File: config.mk
export PLATFORM = sky130hd
export DESIGN_NAME = mms_verify_arb
export DESIGN_NICKNAME = d
export VERILOG_FILES = /design/src/rtl/mms_pkg.sv /design/src/rtl/mms_verify_arb_ms_timer.sv /design/src/rtl/mms_verify_arb.sv
export SDC_FILE = /design/constraint.sdc
export NUM_CORES = 1
export LEC_CHECK = 0
export BUFFER_PORTS_ARGS = -buffer_cell sky130_fd_sc_hd__buf_2
export CAP_MARGIN = 40
export CORE_MARGIN = 4
export CORE_UTILIZATION = 45
export CTS_CLUSTER_SIZE = 24
export DETAILED_ROUTE_END_ITERATION = 6
export PLACE_DENSITY = 0.68
export SYNTH_ARGS = -nofsm -noshare
export SYNTH_HDL_FRONTEND = slang
export SYNTH_SLANG_ARGS = --single-unit
File: constraint.sdc
create_clock -name clk -period 2.35 [get_ports clk]
set_clock_uncertainty 0.1 [all_clocks]
set_input_delay 0.47 -clock clk [delete_from_list [all_inputs] [get_ports clk]]
set_output_delay 0.47 -clock clk [all_outputs]
set_load 0.05 [all_outputs]
File: src/rtl/mms_pkg.sv
// Shared encodings for the MAC Merge verify/respond controller.
// Optional statistics are enabled with MMS_VERIFY_STATS_EN.
package mms_pkg;

   // Verify FSM state encodings
   localparam logic [2:0] ST_INIT_VERIFICATION = 3'd0;
   localparam logic [2:0] ST_VERIFICATION_IDLE = 3'd1;
   localparam logic [2:0] ST_SEND_VERIFY       = 3'd2;
   localparam logic [2:0] ST_WAIT_FOR_RESPONSE = 3'd3;
   localparam logic [2:0] ST_VERIFIED          = 3'd4;
   localparam logic [2:0] ST_VERIFY_FAIL       = 3'd5;

   typedef enum logic [2:0] {
      S_INIT     = ST_INIT_VERIFICATION,
      S_IDLE     = ST_VERIFICATION_IDLE,
      S_SEND     = ST_SEND_VERIFY,
      S_WAIT     = ST_WAIT_FOR_RESPONSE,
      S_VERIFIED = ST_VERIFIED,
      S_FAIL     = ST_VERIFY_FAIL
   } vstate_e;

   // verify_status encodings
   localparam logic [2:0] VS_DISABLED   = 3'd0;
   localparam logic [2:0] VS_INITIAL    = 3'd1;
   localparam logic [2:0] VS_VERIFYING  = 3'd2;
   localparam logic [2:0] VS_SUCCEEDED  = 3'd3;
   localparam logic [2:0] VS_FAILED     = 3'd4;

   localparam logic MPKT_VERIFY  = 1'b0;
   localparam logic MPKT_RESPOND = 1'b1;

   function automatic logic [2:0] status_of(input vstate_e s, input logic p_en,
                                            input logic dis_verify);
      logic [2:0] st;
      st = VS_INITIAL;
      if (dis_verify || !p_en) begin
         st = VS_DISABLED;
      end else begin
         case (s)
            S_INIT, S_IDLE: st = VS_INITIAL;
            S_SEND, S_WAIT: st = VS_VERIFYING;
            S_VERIFIED:     st = VS_SUCCEEDED;
            S_FAIL:         st = VS_FAILED;
            default:        st = VS_INITIAL;
         endcase
      end
      return st;
   endfunction

   function automatic logic [15:0] sat_inc(input logic [15:0] v);
      return (v == 16'hFFFF) ? v : v + 16'd1;
   endfunction

endpackage

File: src/rtl/mms_verify_arb_ms_timer.sv
// Millisecond verify timer: prescaler plus 8-bit ms down-counter.
// 'expired' is a level that stays high until the next load.
module mms_ms_timer #(
   parameter int CYCLES_PER_MS = 25000,
   parameter int PRESC_W       = 15
) (
   input  logic       clk,
   input  logic       rst_n,
   input  logic       load,
   input  logic [6:0] load_ms,
   output logic       expired
);

   localparam logic [PRESC_W-1:0] PRESC_MAX = PRESC_W'(CYCLES_PER_MS - 1);
   localparam logic [PRESC_W-1:0] PRESC_ONE = PRESC_W'(1);

   logic [PRESC_W-1:0] presc_q, presc_d;
   logic [7:0]         ms_q, ms_d;
   logic               exp_q, exp_d;

   // ms_q == 0 means idle; expiry lands exactly max(load_ms,1)*CYCLES_PER_MS edges after load
   always_comb begin
      presc_d = presc_q;
      ms_d    = ms_q;
      exp_d   = exp_q;
      if (load) begin
         presc_d = PRESC_MAX;
         ms_d    = (load_ms == 7'd0) ? 8'd1 : {1'b0, load_ms};
         exp_d   = 1'b0;
      end else if (ms_q != 8'd0) begin
         if (presc_q == '0) begin
            presc_d = PRESC_MAX;
            ms_d    = ms_q - 8'd1;
            if (ms_q == 8'd1) begin
               exp_d = 1'b1;
            end
         end else begin
            presc_d = presc_q - PRESC_ONE;
         end
      end
   end

   always_ff @(posedge clk) begin
      if (!rst_n) begin
         presc_q <= '0;
         ms_q    <= 8'd0;
         exp_q   <= 1'b0;
      end else begin
         presc_q <= presc_d;
         ms_q    <= ms_d;
         exp_q   <= exp_d;
      end
   end

   assign expired = exp_q;

endmodule

File: src/rtl/mms_verify_arb.sv
// MAC Merge verify/respond controller: verify FSM, retry timer and mPacket arbiter.
// Define MMS_VERIFY_STATS_EN to add saturating transmit/fail counters.
module mms_verify_arb
   import mms_pkg::*;
#(
   parameter int CYCLES_PER_MS = 25000,
   parameter int VERIFY_LIMIT  = 3,
   parameter int PRESC_W       = 15
) (
   input  logic        clk,
   input  logic        rst_n,
   input  logic        p_enable,
   input  logic        disable_verify,
   input  logic        link_fail,
   input  logic [6:0]  verify_time,
   input  logic        rcv_v,
   input  logic        rcv_r,
   // Handshake: a request is accepted in the cycle mpkt_req && mpkt_ack; mpkt_type is
   // held while mpkt_req is high; mpkt_done pulses once when the accepted packet is sent.
   output logic        mpkt_req,
   output logic        mpkt_type,
   input  logic        mpkt_ack,
   input  logic        mpkt_done,
   output logic [2:0]  verify_status,
   output logic        preempt_active,
   output logic [2:0]  dbg_state,
   output logic [2:0]  dbg_verify_cnt
`ifdef MMS_VERIFY_STATS_EN
   ,
   output logic [15:0] stat_verify_tx,
   output logic [15:0] stat_respond_tx,
   output logic [15:0] stat_verify_fail
`endif
);

   localparam logic [2:0] LIMIT = 3'(VERIFY_LIMIT);

   vstate_e    state_q, state_d;
   logic [2:0] cnt_q, cnt_d;
   logic       req_q, req_d;
   logic       type_q, type_d;
   logic       busy_q, busy_d;
   logic       busy_type_q, busy_type_d;
   logic       vfy_sent_q, vfy_sent_d;
   logic       pend_q, pend_d;
   logic [2:0] status_q, status_d;
   logic       preempt_q, preempt_d;

   logic override, accept, done_ok, verify_done, verify_want;
   logic tmr_load, tmr_expired;

   assign override = link_fail || !p_enable || disable_verify;
   assign accept   = req_q && mpkt_ack;
   assign done_ok  = mpkt_done && busy_q;
   // vfy_sent_q ties the in-flight verify to the current SEND visit, so a packet
   // accepted before an override cannot advance a later visit
   assign verify_done = done_ok && (busy_type_q == MPKT_VERIFY) && vfy_sent_q
                        && (state_q == S_SEND);
   assign verify_want = (state_q == S_SEND) && !override && !vfy_sent_q;

   mms_ms_timer #(
      .CYCLES_PER_MS (CYCLES_PER_MS),
      .PRESC_W       (PRESC_W)
   ) u_timer (
      .clk     (clk),
      .rst_n   (rst_n),
      .load    (tmr_load),
      .load_ms (verify_time),
      .expired (tmr_expired)
   );

   always_comb begin
      state_d  = state_q;
      cnt_d    = cnt_q;
      tmr_load = 1'b0;
      if (override) begin
         state_d = S_INIT;
         cnt_d   = 3'd0;
      end else begin
         case (state_q)
            S_INIT: begin
               cnt_d   = 3'd0;
               state_d = S_IDLE;
            end
            S_IDLE: state_d = S_SEND;
            S_SEND: begin
               if (verify_done) begin
                  cnt_d    = cnt_q + 3'd1;
                  tmr_load = 1'b1;
                  state_d  = S_WAIT;
               end
            end
            S_WAIT: begin
               if (rcv_r) begin
                  state_d = S_VERIFIED;
               end else if (tmr_expired) begin
                  state_d = (cnt_q < LIMIT) ? S_SEND : S_FAIL;
               end
            end
            default: state_d = state_q;
         endcase
      end
   end

   always_comb begin
      req_d       = req_q;
      type_d      = type_q;
      busy_d      = busy_q;
      busy_type_d = busy_type_q;
      if (done_ok) begin
         busy_d = 1'b0;
      end
      if (req_q) begin
         if (mpkt_ack) begin
            req_d       = 1'b0;
            busy_d      = 1'b1;
            busy_type_d = type_q;
         end else if ((type_q == MPKT_VERIFY) && !verify_want) begin
            req_d = 1'b0;
         end
      end else if (!busy_q) begin
         if (pend_q) begin
            req_d  = 1'b1;
            type_d = MPKT_RESPOND;
         end else if (verify_want) begin
            req_d  = 1'b1;
            type_d = MPKT_VERIFY;
         end
      end

      vfy_sent_d = vfy_sent_q;
      if (state_d != S_SEND) begin
         vfy_sent_d = 1'b0;
      end else if (accept && (type_q == MPKT_VERIFY)) begin
         vfy_sent_d = 1'b1;
      end

      // a rcv_v in the respond acceptance cycle re-arms one more response
      pend_d = pend_q;
      if (!p_enable) begin
         pend_d = 1'b0;
      end else if (rcv_v) begin
         pend_d = 1'b1;
      end else if (accept && (type_q == MPKT_RESPOND)) begin
         pend_d = 1'b0;
      end

      status_d  = status_of(state_d, p_enable, disable_verify);
      preempt_d = p_enable && !link_fail && ((status_d == VS_SUCCEEDED) || disable_verify);
   end

   always_ff @(posedge clk) begin
      if (!rst_n) begin
         state_q     <= S_INIT;
         cnt_q       <= 3'd0;
         req_q       <= 1'b0;
         type_q      <= MPKT_VERIFY;
         busy_q      <= 1'b0;
         busy_type_q <= MPKT_VERIFY;
         vfy_sent_q  <= 1'b0;
         pend_q      <= 1'b0;
         status_q    <= VS_INITIAL;
         preempt_q   <= 1'b0;
      end else begin
         state_q     <= state_d;
         cnt_q       <= cnt_d;
         req_q       <= req_d;
         type_q      <= type_d;
         busy_q      <= busy_d;
         busy_type_q <= busy_type_d;
         vfy_sent_q  <= vfy_sent_d;
         pend_q      <= pend_d;
         status_q    <= status_d;
         preempt_q   <= preempt_d;
      end
   end

   assign mpkt_req       = req_q;
   assign mpkt_type      = type_q;
   assign verify_status  = status_q;
   assign preempt_active = preempt_q;
   assign dbg_state      = state_q;
   assign dbg_verify_cnt = cnt_q;

`ifdef MMS_VERIFY_STATS_EN
   logic [15:0] st_vtx_q, st_rtx_q, st_vfail_q;

   always_ff @(posedge clk) begin
      if (!rst_n) begin
         st_vtx_q   <= 16'd0;
         st_rtx_q   <= 16'd0;
         st_vfail_q <= 16'd0;
      end else begin
         if (done_ok && (busy_type_q == MPKT_VERIFY)) begin
            st_vtx_q <= sat_inc(st_vtx_q);
         end
         if (done_ok && (busy_type_q == MPKT_RESPOND)) begin
            st_rtx_q <= sat_inc(st_rtx_q);
         end
         if ((state_d == S_FAIL) && (state_q != S_FAIL)) begin
            st_vfail_q <= sat_inc(st_vfail_q);
         end
      end
   end

   assign stat_verify_tx   = st_vtx_q;
   assign stat_respond_tx  = st_rtx_q;
   assign stat_verify_fail = st_vfail_q;
`endif

endmodule

==> flow_metrics.env <==
export IMPL_final_seq_area_um2=802.0
export IMPL_die_area_um2=5518
export IMPL_path_clk_slew_ns=0.08
export IMPL_numPortBuffers=27
export IMPL_htreeDepth=2
export IMPL_finalCriticalPeriod_ns=2.228
export IMPL_synth_ff_latch_count=40
export IMPL_drt_iter0_drc=83
export IMPL_cts_root_buf="clkbuf_8"
export IMPL_cts_path_max_buffers=2
export IMPL_synthFlopType="dfxtp_1"
export IMPL_synth_simple_area_share=0.2829
export IMPL_avgRoutedWirePerCell_um=13.61
export IMPL_synth_xor_area_frac=0.07532
export IMPL_holdCritPathClass="input pin to register"
export IMPL_yosys_area_top_type="dfxtp_1"
export IMPL_cts_setup_buffers=0
export IMPL_grt_max_degree=16
export IMPL_synthTopCellsByCount="dfxtp_1 (40), nor2_1 (31), a21oi_1 (19)"
export IMPL_first_pass_iters=4
export IMPL_final_max_slew_viol_count=0
export IMPL_p_total_w=0.003243
export IMPL_syn_inst=236
export IMPL_cp_required_ns=2.45
export IMPL_setup_tns_ns=0
export IMPL_tightest_slew_ns=0.5703
export IMPL_cts_tree="yes"
export IMPL_postCtsHoldBufs=0
export IMPL_synth_mux_area_frac=0.005063
export IMPL_grt_pass1_vias=1657
export IMPL_max_slew_margin=0.6163
export IMPL_num_vias=1795
export IMPL_dp_hpwl_um=3288
export IMPL_grt_util_all_layers=0.1735
export IMPL_p_per_area_nw_per_um2=1377
export IMPL_r2r_cells=5
export IMPL_rsz0062_at_grt="false"
export IMPL_crit_fanout=4
export IMPL_post_route_drc_count=0
export IMPL_critPathCaptureType="register"
export IMPL_gr_total_overflow=0
export IMPL_rows=23
export IMPL_initial_core_util=0.4804
export IMPL_async_flop_share=0
export IMPL_drtAntennaViolNets=0
export IMPL_synth_compound_area_frac=0.1703
export IMPL_diodes=0
export IMPL_synth_area_per_cell_um2=8.377
export IMPL_die_width_um=74.28
export IMPL_hold_viol=0
export IMPL_synth_nets=256
export IMPL_cap_viol_max_count=0
export IMPL_nets=293
export IMPL_netlist_cell_type_count=42
export IMPL_synth_top_family_by_area="simple AND/OR/NAND/NOR gates"
export IMPL_fillers=396
export IMPL_antenna_found_initial=0
export IMPL_startpoint="u_timer.presc_q[2]"
export IMPL_min_period_over_period=0.9480
export IMPL_hold_path_startpoint="disable_verify"
export IMPL_status="complete, no violations"
export IMPL_r2r_start="u_timer.presc_q[2]"
export IMPL_worstSetupStartpointType="register"
export IMPL_synth_edff_count=0
export IMPL_setup_viol=0
export IMPL_wirelength_um=4410
export IMPL_core_um2=4115
export IMPL_ys_seq_area_frac=0.4051
export IMPL_yosysMostFrequentCell="dfxtp_1"
export IMPL_vdd_drop_max_v=0.0008411
export IMPL_syn_to_final_growth_pct=19.11
export IMPL_via_per_inst=5.540
export IMPL_critPathKind="register to register"
export IMPL_max_freq_mhz=448.9
export IMPL_holdPathStages=2
export IMPL_synth_area_leaders="dfxtp_1 (41%), xor2_1 (6.2%), nor2_1 (5.9%)"
export IMPL_yosysTopAreaCellShare=0.4051
export IMPL_drive_gt1_frac=0.1971
export IMPL_synthAdderAreaFrac=0.02532
export IMPL_clock_sinks=40
export IMPL_io_pins=28
export IMPL_static_leakage_power_nw=0.9184
export IMPL_multiInputGateArea_um2=1114
export IMPL_cp_arrival_ns=2.33
export IMPL_cts_buffers=5
export IMPL_die_y_um=74.28
export IMPL_place_gp_congestion=0.8841
export IMPL_grt_pass1_wl_um=7452
export IMPL_ys_warn_count=0
export IMPL_syn_area_um2=1977
export IMPL_clk_latency_ns=0.29
-- power by group --
part	switching [W]	internal [W]	leakage (nW)
registers	0.000132	0.000819	0.326
clock network	0.000234	0.000347	0.0614
logic	0.000958	0.000752	0.531
-- metrics by stage --
| stage | instances | setup slack [ns] | hold slack (ns) | utilization | instance area (um^2) |
|---|---|---|---|---|---|
| 6_report | 324 | 0.1222 | 0.2717 | 0.5722 | 2355 |
| 5_1_grt | 324 | 0.003783 | 0.2685 | 0.5722 | 2355 |
| 4_1_cts | 324 | 0.1543 | 0.2600 | 0.5698 | 2345 |
| 3_5_place_dp | 316 | 0.1725 | 0.3452 | 0.5403 | 2223 |
| 3_3_place_gp | 316 | 0.2853 | 0.3387 | 0.5403 | 2223 |
| 2_1_floorplan | 236 | 0.07373 | 0.3311 | - | 1977 |
-- flip-flops by register name, indices dropped and copies added, names as in the netlist, 3 cells and up --
name,cells
dbg_state,3
dbg_verify_cnt,3
u_timer.ms_q,8
verify_status,3
u_timer.presc_q,15
-- layout make-up --
class | count | area share
clock buffer | 6 | 0.03507
timing repair buffer | 37 | 0.08927
multi-input combinational | 177 | 0.4729
inverter | 12 | 0.01913
clock inverter | 2 | 0.01647
tap | 50 | 0.02657
sequential | 40 | 0.3406
-- cell families after synthesis --
logic type	after synthesis
AO/OA/AOI/OAI	53
XOR/XNOR	17
adder cells (fa/ha/maj)	4
buffers and inverters	19
flip-flops	40
multiplexers	1
AND/OR/NAND/NOR	102
-- layer usage --
layer	global-route usage	part of all wire
met1	0.2299	0.47
met2	0.2884	0.46
met3	0.03919	0.060
met4	0.04150	0.0034
met5	0	0
-- cells in the final DEF, fill, tap and decap left out, drive strengths merged, types with 3 or more instances in the layout --
cell / count
a211oi: 4
a21oi: 19
a31oi: 7
buf: 37
clkbuf: 6
dfxtp: 40
ha: 4
inv: 12
nand2: 17
nand3: 9
nand3b: 5
nand4: 6
nor2: 31
nor3: 12
nor3b: 4
o21ai: 9
or3: 3
or4: 5
xnor2: 3
xor2: 14
-- critical path: stages (launching register included) --
cell and delay (ns):
dfxtp_2 0.34, or4_4 0.56, nor4_4 0.36, nand3_4 0.10, or4_4 0.49, a211oi_2 0.19
-- final timing paths --
kind | to | slack [ns]
worst max-delay path | u_timer.ms_q[7] | 0.12
worst min-delay path | verify_status[1] | 0.27
worst max register to register | u_timer.ms_q[7] | 0.12
worst min register to register | busy_type_q | 0.36
-- timing repair --
action / in CTS / in global routing
gates resized for setup: 0 / 3
endpoints found under the setup margin: 0 / 1
hold endpoints to repair: 0 / 0
(Power assumes the default switching activity.)
